File: config.mk
export PLATFORM = sky130hd
export DESIGN_NAME = poly_note_tracker_flat
export DESIGN_NICKNAME = d
export VERILOG_FILES = /design/src/rtl/poly_note_tracker_if.sv /design/src/rtl/poly_note_tracker.sv /design/src/flat_wrapper.sv
export SDC_FILE = /design/constraint.sdc
export NUM_CORES = 1
export LEC_CHECK = 0
export CAP_MARGIN = 10
export CORE_MARGIN = 10
export CORE_UTILIZATION = 45
export DETAILED_ROUTE_END_ITERATION = 10
export PLACE_DENSITY = 0.73
export SETUP_SLACK_MARGIN = 0.2
export SYNTH_ARGS = -nofsm -noshare
export SYNTH_HDL_FRONTEND = slang
export SYNTH_SLANG_ARGS = --single-unit
File: constraint.sdc
create_clock -name clk -period 13.2 [get_ports clk]
set_input_delay 1.98 -clock clk [delete_from_list [all_inputs] [get_ports clk]]
set_output_delay 1.98 -clock clk [all_outputs]
set_load 0.05 [all_outputs]
File: src/rtl/poly_note_tracker_if.sv
// Purpose : bundles the scan-code input, mix controls and voice outputs of poly_note_tracker.
// Latency : n/a (wires only).
// Backpressure: none; code_valid is a one-cycle strobe and the tracker always accepts it.
// Ports   : code/code_valid/dual/off (+ oct_up/oct_dn when NOTE_OCTAVE_EN) in,
//           voice_freq/voice_act/mix_freq/overflow out (slave = tracker side).
interface poly_note_tracker_if #(
    parameter int VOICES = 2,
    parameter int FW     = 16
);
    logic [7:0]           code;
    logic                 code_valid;
    logic                 dual;
    logic                 off;
`ifdef NOTE_OCTAVE_EN
    logic                 oct_up;
    logic                 oct_dn;
`endif
    logic [VOICES*FW-1:0] voice_freq;
    logic [VOICES-1:0]    voice_act;
    logic [FW-1:0]        mix_freq;
    logic                 overflow;

    modport master (
        output code, code_valid, dual, off,
`ifdef NOTE_OCTAVE_EN
        output oct_up, oct_dn,
`endif
        input  voice_freq, voice_act, mix_freq, overflow
    );

    modport slave (
        input  code, code_valid, dual, off,
`ifdef NOTE_OCTAVE_EN
        input  oct_up, oct_dn,
`endif
        output voice_freq, voice_act, mix_freq, overflow
    );
endinterface

File: src/rtl/poly_note_tracker.sv
// Purpose : decodes PS/2 make/break bytes into VOICES held-note slots with age ranks and a mixed frequency.
// Latency : slot/voice_act/overflow update 1 cycle after the final byte strobe; frequencies combinational from slots.
// Backpressure: none; every code_valid byte is consumed in its cycle.
// Ports   : clk, clrn (async active-low), bus (poly_note_tracker_if.slave).
// Option  : define NOTE_OCTAVE_EN to add oct_up/oct_dn and a saturating octave in {-1,0,+1}.
module poly_note_tracker #(
    parameter int VOICES = 2,
    parameter int FW     = 16
) (
    input  logic               clk,
    input  logic               clrn,
    poly_note_tracker_if.slave bus
);
    typedef enum logic [1:0] {IDLE, BRK, EXT, EXTBRK} state_t;

    state_t            state;
    logic [3:0]        slot_note [VOICES];
    // rank 0 = oldest; active slots always hold ranks 0..n_act-1
    logic [1:0]        slot_rank [VOICES];
    logic [VOICES-1:0] slot_act;
    logic              ovf_q;
`ifdef NOTE_OCTAVE_EN
    logic signed [1:0] octave;
`endif

    // {mapped, table index}
    function automatic logic [4:0] lookup(input logic [7:0] c);
        case (c)
            8'h16: lookup = {1'b1, 4'd0};
            8'h1E: lookup = {1'b1, 4'd1};
            8'h26: lookup = {1'b1, 4'd2};
            8'h25: lookup = {1'b1, 4'd3};
            8'h2E: lookup = {1'b1, 4'd4};
            8'h36: lookup = {1'b1, 4'd5};
            8'h3D: lookup = {1'b1, 4'd6};
            8'h3E: lookup = {1'b1, 4'd7};
            8'h46: lookup = {1'b1, 4'd8};
            8'h45: lookup = {1'b1, 4'd9};
            8'h4E: lookup = {1'b1, 4'd10};
            8'h55: lookup = {1'b1, 4'd11};
            default: lookup = 5'd0;
        endcase
    endfunction

    function automatic logic [9:0] freq_of(input logic [3:0] idx);
        case (idx)
            4'd0:    freq_of = 10'd357;
            4'd1:    freq_of = 10'd378;
            4'd2:    freq_of = 10'd401;
            4'd3:    freq_of = 10'd425;
            4'd4:    freq_of = 10'd450;
            4'd5:    freq_of = 10'd477;
            4'd6:    freq_of = 10'd505;
            4'd7:    freq_of = 10'd535;
            4'd8:    freq_of = 10'd567;
            4'd9:    freq_of = 10'd601;
            4'd10:   freq_of = 10'd636;
            default: freq_of = 10'd674;
        endcase
    endfunction

    logic          map_ok;
    logic [3:0]    map_idx;
    logic          held_hit;
    logic [1:0]    held_slot, held_rank;
    logic          free_found;
    logic [1:0]    free_slot, oldest_slot;
    logic [2:0]    n_act;

    always_comb begin
        {map_ok, map_idx} = lookup(bus.code);
        held_hit    = 1'b0;
        held_slot   = 2'd0;
        held_rank   = 2'd0;
        free_found  = 1'b0;
        free_slot   = 2'd0;
        oldest_slot = 2'd0;
        n_act       = 3'd0;
        for (int i = 0; i < VOICES; i++) begin
            if (slot_act[i]) begin
                n_act = n_act + 3'd1;
                if (slot_note[i] == map_idx) begin
                    held_hit  = 1'b1;
                    held_slot = 2'(i);
                    held_rank = slot_rank[i];
                end
                if (slot_rank[i] == 2'd0)
                    oldest_slot = 2'(i);
            end
        end
        // descending scan so the lowest free index wins
        for (int i = VOICES - 1; i >= 0; i--) begin
            if (!slot_act[i]) begin
                free_found = 1'b1;
                free_slot  = 2'(i);
            end
        end
    end

    always_ff @(posedge clk or negedge clrn) begin
        if (!clrn) begin
            state    <= IDLE;
            slot_act <= '0;
            ovf_q    <= 1'b0;
            for (int i = 0; i < VOICES; i++) begin
                slot_note[i] <= 4'd0;
                slot_rank[i] <= 2'd0;
            end
`ifdef NOTE_OCTAVE_EN
            octave   <= 2'sd0;
`endif
        end else begin
            ovf_q <= 1'b0;
`ifdef NOTE_OCTAVE_EN
            if (bus.oct_up && !bus.oct_dn && octave != 2'sd1)
                octave <= octave + 2'sd1;
            else if (bus.oct_dn && !bus.oct_up && octave != -2'sd1)
                octave <= octave - 2'sd1;
`endif
            if (bus.code_valid) begin
                case (state)
                    IDLE: begin
                        if (bus.code == 8'hF0)
                            state <= BRK;
                        else if (bus.code == 8'hE0)
                            state <= EXT;
                        else if (map_ok && !held_hit) begin
                            if (free_found) begin
                                for (int i = 0; i < VOICES; i++) begin
                                    if (2'(i) == free_slot) begin
                                        slot_act[i]  <= 1'b1;
                                        slot_note[i] <= map_idx;
                                        slot_rank[i] <= n_act[1:0];
                                    end
                                end
                            end else begin
                                // all slots busy: steal the oldest, everyone else ages by one
                                ovf_q <= 1'b1;
                                for (int i = 0; i < VOICES; i++) begin
                                    if (2'(i) == oldest_slot) begin
                                        slot_note[i] <= map_idx;
                                        slot_rank[i] <= 2'(VOICES - 1);
                                    end else begin
                                        slot_rank[i] <= slot_rank[i] - 2'd1;
                                    end
                                end
                            end
                        end
                    end
                    BRK: begin
                        state <= IDLE;
                        if (map_ok && held_hit) begin
                            for (int i = 0; i < VOICES; i++) begin
                                if (2'(i) == held_slot) begin
                                    slot_act[i]  <= 1'b0;
                                    slot_rank[i] <= 2'd0;
                                end else if (slot_act[i] && slot_rank[i] > held_rank) begin
                                    slot_rank[i] <= slot_rank[i] - 2'd1;
                                end
                            end
                        end
                    end
                    EXT:     state <= (bus.code == 8'hF0) ? EXTBRK : IDLE;
                    default: state <= IDLE;
                endcase
            end
        end
    end

    logic [FW-1:0]   vf_raw [VOICES];
    logic [FW+1:0]   sum, avg;
    logic [FW-1:0]   newest, mix;
    logic [VOICES*FW-1:0] vf_packed;

    always_comb begin
        sum       = '0;
        newest    = '0;
        vf_packed = '0;
        for (int i = 0; i < VOICES; i++) begin
            vf_raw[i] = FW'(freq_of(slot_note[i]));
`ifdef NOTE_OCTAVE_EN
            if (octave == 2'sd1)
                vf_raw[i] = vf_raw[i] << 1;
            else if (octave == -2'sd1)
                vf_raw[i] = vf_raw[i] >> 1;
`endif
            if (!slot_act[i])
                vf_raw[i] = '0;
            vf_packed[i*FW +: FW] = vf_raw[i];
            sum = sum + {2'b00, vf_raw[i]};
            if (slot_act[i] && {1'b0, slot_rank[i]} == n_act - 3'd1)
                newest = vf_raw[i];
        end
        case (n_act)
            3'd1:    avg = sum;
            3'd2:    avg = sum >> 1;
            3'd3:    avg = sum / (FW+2)'(3);
            3'd4:    avg = sum >> 2;
            default: avg = '0;
        endcase
        mix = bus.dual ? FW'(avg) : newest;
    end

    assign bus.voice_freq = bus.off ? '0 : vf_packed;
    assign bus.mix_freq   = bus.off ? '0 : mix;
    assign bus.voice_act  = slot_act;
    assign bus.overflow   = ovf_q;
endmodule

File: src/flat_wrapper.sv
// flat-port wrapper written by rule: the top's interface ports become plain ports
module poly_note_tracker_flat 
#(
    parameter int VOICES = 2,
    parameter int FW     = 16
)
  (clk, clrn, bus_code, bus_code_valid, bus_dual, bus_off, bus_voice_freq, bus_voice_act, bus_mix_freq, bus_overflow);
  poly_note_tracker_if #(.VOICES(VOICES), .FW(FW)) bus_i ();
  input  logic clk;
  input  logic clrn;
  input wire logic [$bits(bus_i.code)-1:0] bus_code;
  input wire logic [$bits(bus_i.code_valid)-1:0] bus_code_valid;
  input wire logic [$bits(bus_i.dual)-1:0] bus_dual;
  input wire logic [$bits(bus_i.off)-1:0] bus_off;
  output wire logic [$bits(bus_i.voice_freq)-1:0] bus_voice_freq;
  output wire logic [$bits(bus_i.voice_act)-1:0] bus_voice_act;
  output wire logic [$bits(bus_i.mix_freq)-1:0] bus_mix_freq;
  output wire logic [$bits(bus_i.overflow)-1:0] bus_overflow;
  assign bus_i.code = bus_code;
  assign bus_i.code_valid = bus_code_valid;
  assign bus_i.dual = bus_dual;
  assign bus_i.off = bus_off;
  assign bus_voice_freq = bus_i.voice_freq;
  assign bus_voice_act = bus_i.voice_act;
  assign bus_mix_freq = bus_i.mix_freq;
  assign bus_overflow = bus_i.overflow;
  poly_note_tracker #(.VOICES(VOICES), .FW(FW)) u_core (.clk(clk), .clrn(clrn), .bus(bus_i));
endmodule
Word-level counts from Yosys, hierarchy flattened
Memory sizes are Yosys's and may differ from the RTL's. Cells that the tools add are included.

Word-level logic and storage cells: 151. Input bits: 13. Register bits after elaboration: 17. Memory bits (read-only): 320. Output and inout bits: 51. Memories kept: 2.

$lt $le $gt $ge: 2. Muxes and demuxes: 66. Bitwise logic cells: 2. Divide/modulo/power cells: 1. Equality and inequality tests: 43. Add/sub/neg operators: 5. Reductions and logical operators: 22.

Memories: (name not given) (depth 16, bits a word 10, read ports 1, clocked after memory_dff 0, write ports 0, RTL line poly_note_tracker.sv:46) `case (idx)`; (name not given) (depth 16, bits a word 10, read ports 1, clocked after memory_dff 0, write ports 0, RTL line poly_note_tracker.sv:46).

Operators with widths (count): $pmux 16 s4 (1); $pmux 5 s12 (1); $eq 8x6->1 const B (6); $mux 2 (22); $mux 10 (4); $mux 4 (9); $eq 8x7->1 const B (4); $mux 16 (2); $mux 26 (1); $mux 1 (21); $div 18x2->18 const B (1); $reduce_and 9->1 (2); $eq 8x5->1 const B (2); $eq 8x8->1 const B (2); $reduce_and 8->1 (2); $ne 2x1->1 const B (7); $reduce_and 7->1 (2); $add 10x10->11 (1); $logic_not 2->1 (5); $ne 3x1->1 const B (3); $eq 4x4->1 (2); $mux 8 (1); $ne 2x2->1 const B (4); $pmux 2 s2 (2); other kinds (20) (34).

Logic depth before layout (Yosys ltp)
Word-level depth: 14. Depth in mapped cells: 26. Depth with buffers taken out: 23.

Least setup slack after synthesis
No wires, ideal clock.

Path type: reg-to-output. From: reg u_core.slot_note[1] (netlist name). To: out bus_mix_freq[0]. Stages on the path, launching flop included: 25. Data required time: 11.220 ns. Buffers on the path: 2. Path slack: 5.910 ns. Arrival time: 5.310 ns. Cell sequence: dfrtp_1 -> inv_1 -> ha_1 -> nor2b_1 -> a211oi_1 -> o21ai_0 -> inv_1 -> ha_1 -> fa_1 -> a21oi_2 -> nor3_1 -> or3_1 -> buf_6 -> a2111oi_4 -> mux2i_1 -> a22o_1 -> o221a_4 -> buf_6 -> nand4_2 -> o21ai_1 -> a221o_1 -> ha_1 -> and2_1 -> o2bb2ai_1 -> o21ai_1.

Longest elaborated chain between the ends: 7. Elaborated cells between the ends (all ways): 8. Classes of those cells: 1 x add/sub; 1 x div; 5 x mux; 1 x memory.

Ends and longest elaborated chain: start: declaration (RTL line poly_note_tracker.sv:17) `logic [3:0] slot_note [VOICES];`; start signal: indexed assignment (RTL line poly_note_tracker.sv:132) `slot_note[i] <= map_idx;`; start signal: indexed assignment (RTL line poly_note_tracker.sv:141) `slot_note[i] <= map_idx;`; $mem_v2 16x10 *; $mux 10 * (RTL line poly_note_tracker.sv:187) `if (!slot_act[i])`; $add 10x10->11 (RTL line poly_note_tracker.sv:190) `sum = sum + {2'b00, vf_raw[i]};`; $div 18x2->18 (RTL line poly_note_tracker.sv:197) `3'd3: avg = sum / (FW+2)'(3);`; $pmux 16 s4 (RTL line poly_note_tracker.sv:194) `case (n_act)`; $mux 16 * (RTL line poly_note_tracker.sv:201) `mix = bus.dual ? FW'(avg) : newest;`; $mux 16 * (RTL line poly_note_tracker.sv:205) `assign bus.mix_freq = bus.off ? '0 : mix;`; end: declaration (RTL line flat_wrapper.sv:17) `output wire logic [$bits(bus_i.mix_freq)-1:0] bus_mix_freq;`.

Mark *: on every way between the ends. The rest lies on a longest branch, timed or not.

Worst setup path in the final report
From: reg u_core.slot_note[5] (netlist name). To: out bus_mix_freq[0].

Same word-level chain as after synthesis.

==> impl_metrics.json <==
{
  "cts.sinks": 17,
  "drt-wirelength-per-cell_um": 16.18,
  "hold-worst-slack_ps": 577.2,
  "synth_most_common_cell": "nor2_1",
  "cts_root_buf": "clkbuf_8",
  "whs_endpoint": "u_core.slot_rank[0]",
  "fillCellCount": 847,
  "path_clk_slew_ps": 70,
  "via_per_inst": 5.923,
  "antenna_left": 0,
  "synth_top_area_share_pct": 11.16,
  "utilization_pct": 51.25,
  "post-route-drc-count": 0,
  "fin_crit_ps": 8718,
  "rsz0062_at_grt": "no",
  "drive_above_1_share_pct": 4.746,
  "synth_area_leaders": "ha_1 11%, dfrtp_1 11%, nor2_1 6.3%",
  "worstSetupPathType": "register to output port",
  "diodes": 0,
  "synth_area_per_cell_um2": 7.054,
  "synth_area_leader_cell": "ha_1",
  "tns_ps": 0,
  "fin_skew_ps": 1.952,
  "setup_violations": 0,
  "powerDensity_nw_per_um2": 46.69,
  "status": "completed",
  "leakage_uw": 0.001837,
  "num_vias": 4134,
  "start_util_pct": 46.27,
  "cts_resized": 0,
  "clock_latency_ps": 260,
  "antenna_found_initial": 0,
  "clockBufferDepth": 2,
  "num_rows": 34,
  "regArea_um2": 425.4,
  "dr.pass1.iters": 5,
  "coreArea_um2": 8721,
  "first_global_vias": 3952,
  "fmax_mhz": 114.7,
  "synth-edff-count": 0,
  "placed_area_um2": 4420,
  "synth-simple-area-share_pct": 26.54,
  "async_flop_share_pct": 100.0,
  "min-delay-start": "u_core.slot_rank[0]",
  "ctsHoldBuffers": 0,
  "hold_class": "register to register",
  "overflow": 0,
  "die_area_um2": 13150,
  "cts_tree": "built",
  "synthAdderAreaFrac_pct": 11.66,
  "synth_top_family_by_area": "compound AO/OA/AOI/OAI gates",
  "hold_viol_final": 0,
  "critPathMaxFanout": 16,
  "endpoint_kind": "output port",
  "drv_cap": 0,
  "drv_slew": 0,
  "synth_warnings": 0,
  "num_io_pins": 64,
  "fin_crit_sh_pct": 66.05,
  "drtIter0Drc": 234,
  "synth_common_cells": "68 x nor2_1, 42 x a21oi_1, 40 x o21ai_0",
  "synth_mux_area_share_pct": 4.682,
  "r2r_end": "u_core.slot_rank[2]",
  "r2r_start": "u_core.slot_note[3]",
  "synthesis.area_um2": 4035,
  "synth_compound_area_share_pct": 30.17,
  "rrSetupSlack_ps": 9590,
  "yosys_register_bits": 17,
  "slew_headroom_pct": 30.45,
  "place.gp.congestion": 0.8958,
  "grt_use_total_pct": 16.69,
  "synthFlopType": "dfrtp_1",
  "cp-start-kind": "register",
  "multi_input_area_um2": 3264,
  "final_cell_area_um2": 4469,
  "dp_hpwl_mm": 9.002,
  "place.port_buffers": 46,
  "worst_pin_slew_ps": 1035,
  "yosys.area_share.xor_xnor_pct": 6.264,
  "wl_mm": 11.29,
  "vdd_ir_drop_max_mv": 0.04941,
  "cp.required_ps": 11220,
  "seq_area_frac_synth_pct": 10.54,
  "yosys.cell_types.count": 81,
  "min_path_cells": 2,
  "crit_start": "u_core.slot_note[5]",
  "cts_max_level": 1,
  "rr_worst_depth": 12,
  "die_h_um": 114.7,
  "cts_setup_buffers": 0,
  "area_delta_synth_final_pct": 10.76,
  "layout.nets": 641,
  "arrival_ps": 6740,
  "grt_max_degree": 30,
  "cts_made_buffers": 3,
  "grt_pass1_wl_mm": 19.00,
  "netlist_instances": 572,
  "dieWidth_um": 114.7
}
per-stage QoR:
| stage | std cells | worst slack [ps] | total power (uW) |
|---|---|---|---|
| floorplan | 588 | 5910 | 147.9 |
| finish | 698 | 4482 | 208.7 |
| global placement | 694 | 5085 | 163.4 |
| CTS | 698 | 4606 | 207.7 |
| global route | 698 | 3952 | 224.4 |
| detailed placement | 694 | 4891 | 166.5 |
cell type report:
class / count / area share, %
Multi-Input combinational cell: 488 / 73.04
Clock inverter: 1 / 0.1680
Clock buffer: 3 / 0.9239
Timing Repair Buffer: 47 / 10.47
Sequential cell: 17 / 9.518
Inverter: 34 / 2.856
Tap cell: 108 / 3.024
critical path, stage by stage (launching register included):
cell and delay (ps):
dfrtp_1 490, inv_1 200, ha_1 380, inv_1 70, o21ai_0 60, o21ai_0 380, nor2_1 80, ha_1 430
a2111oi_2 390, o21ai_1 160, nand3_1 110, and3b_1 550, mux2i_1 310, mux2i_1 130, a221oi_2 640, nor2_1 120
a221o_1 320, ha_1 230, a221oi_1 260, o21ai_0 180, a22oi_1 160, o21ai_1 90, clkdlybuf4s50_1 730
cells by family (layout without fill, tap and decap cells):
family | count (synthesis) | count (layout)
adder cells (fa/ha/maj) | 37 | 37
buffers and inverters | 83 | 85
other | 1 | 17
AO/OA/AOI/OAI | 176 | 176
AND/OR/NAND/NOR | 212 | 212
XOR/XNOR | 28 | 28
flip-flops | 17 | 17
multiplexers | 18 | 18
sequential cells by signal, summed over array words and instances (netlist names):
name	cells
u_core.bus.overflow	1
u_core.state	2
u_core.slot_rank	4
u_core.bus.voice_act	2
u_core.slot_note	8
metal layers:
layer,GRT usage (%),share of wire (%)
met3,1.834,5.6
met1,20.66,45
met4,3.383,0.71
met2,30.20,49
met5,0,0
worst max-delay path by stage:
stage	endpoint	slack, ps
after detailed placement	bus_mix_freq[0]	4890
after CTS	bus_mix_freq[0]	4610
after floorplan	bus_mix_freq[0]	5910
after global placement	bus_mix_freq[0]	5090
final	bus_mix_freq[0]	4480
after global routing	bus_mix_freq[0]	3950
cell usage in the layout (no fill, tap or decap), types with 5 or more instances in the layout:
master / instances
a211o_1: 6
o211ai_1: 7
mux2_2: 7
xor2_1: 9
nor2b_1: 10
mux2i_1: 11
nand2b_1: 19
nor3_1: 18
o22ai_1: 8
a21oi_1: 42
or3_1: 8
and2_1: 10
nand2_1: 39
o21ai_1: 7
clkdlybuf4s50_1: 46
a22oi_1: 10
xnor2_1: 18
o21ai_0: 40
nor3b_1: 5
ha_1: 36
nor2_1: 68
conb_1: 17
inv_1: 32
o22a_1: 6
nand3_1: 10
dfrtp_1: 17
where the power goes:
group / internal, uW / switching [uW]
Sequential: 55.1 / 7.60
Combinational: 37.8 / 66.9
Clock: 21.3 / 20.1
Total: 114 / 94.6
No activity file was read; power rests on OpenSTA's default activity.
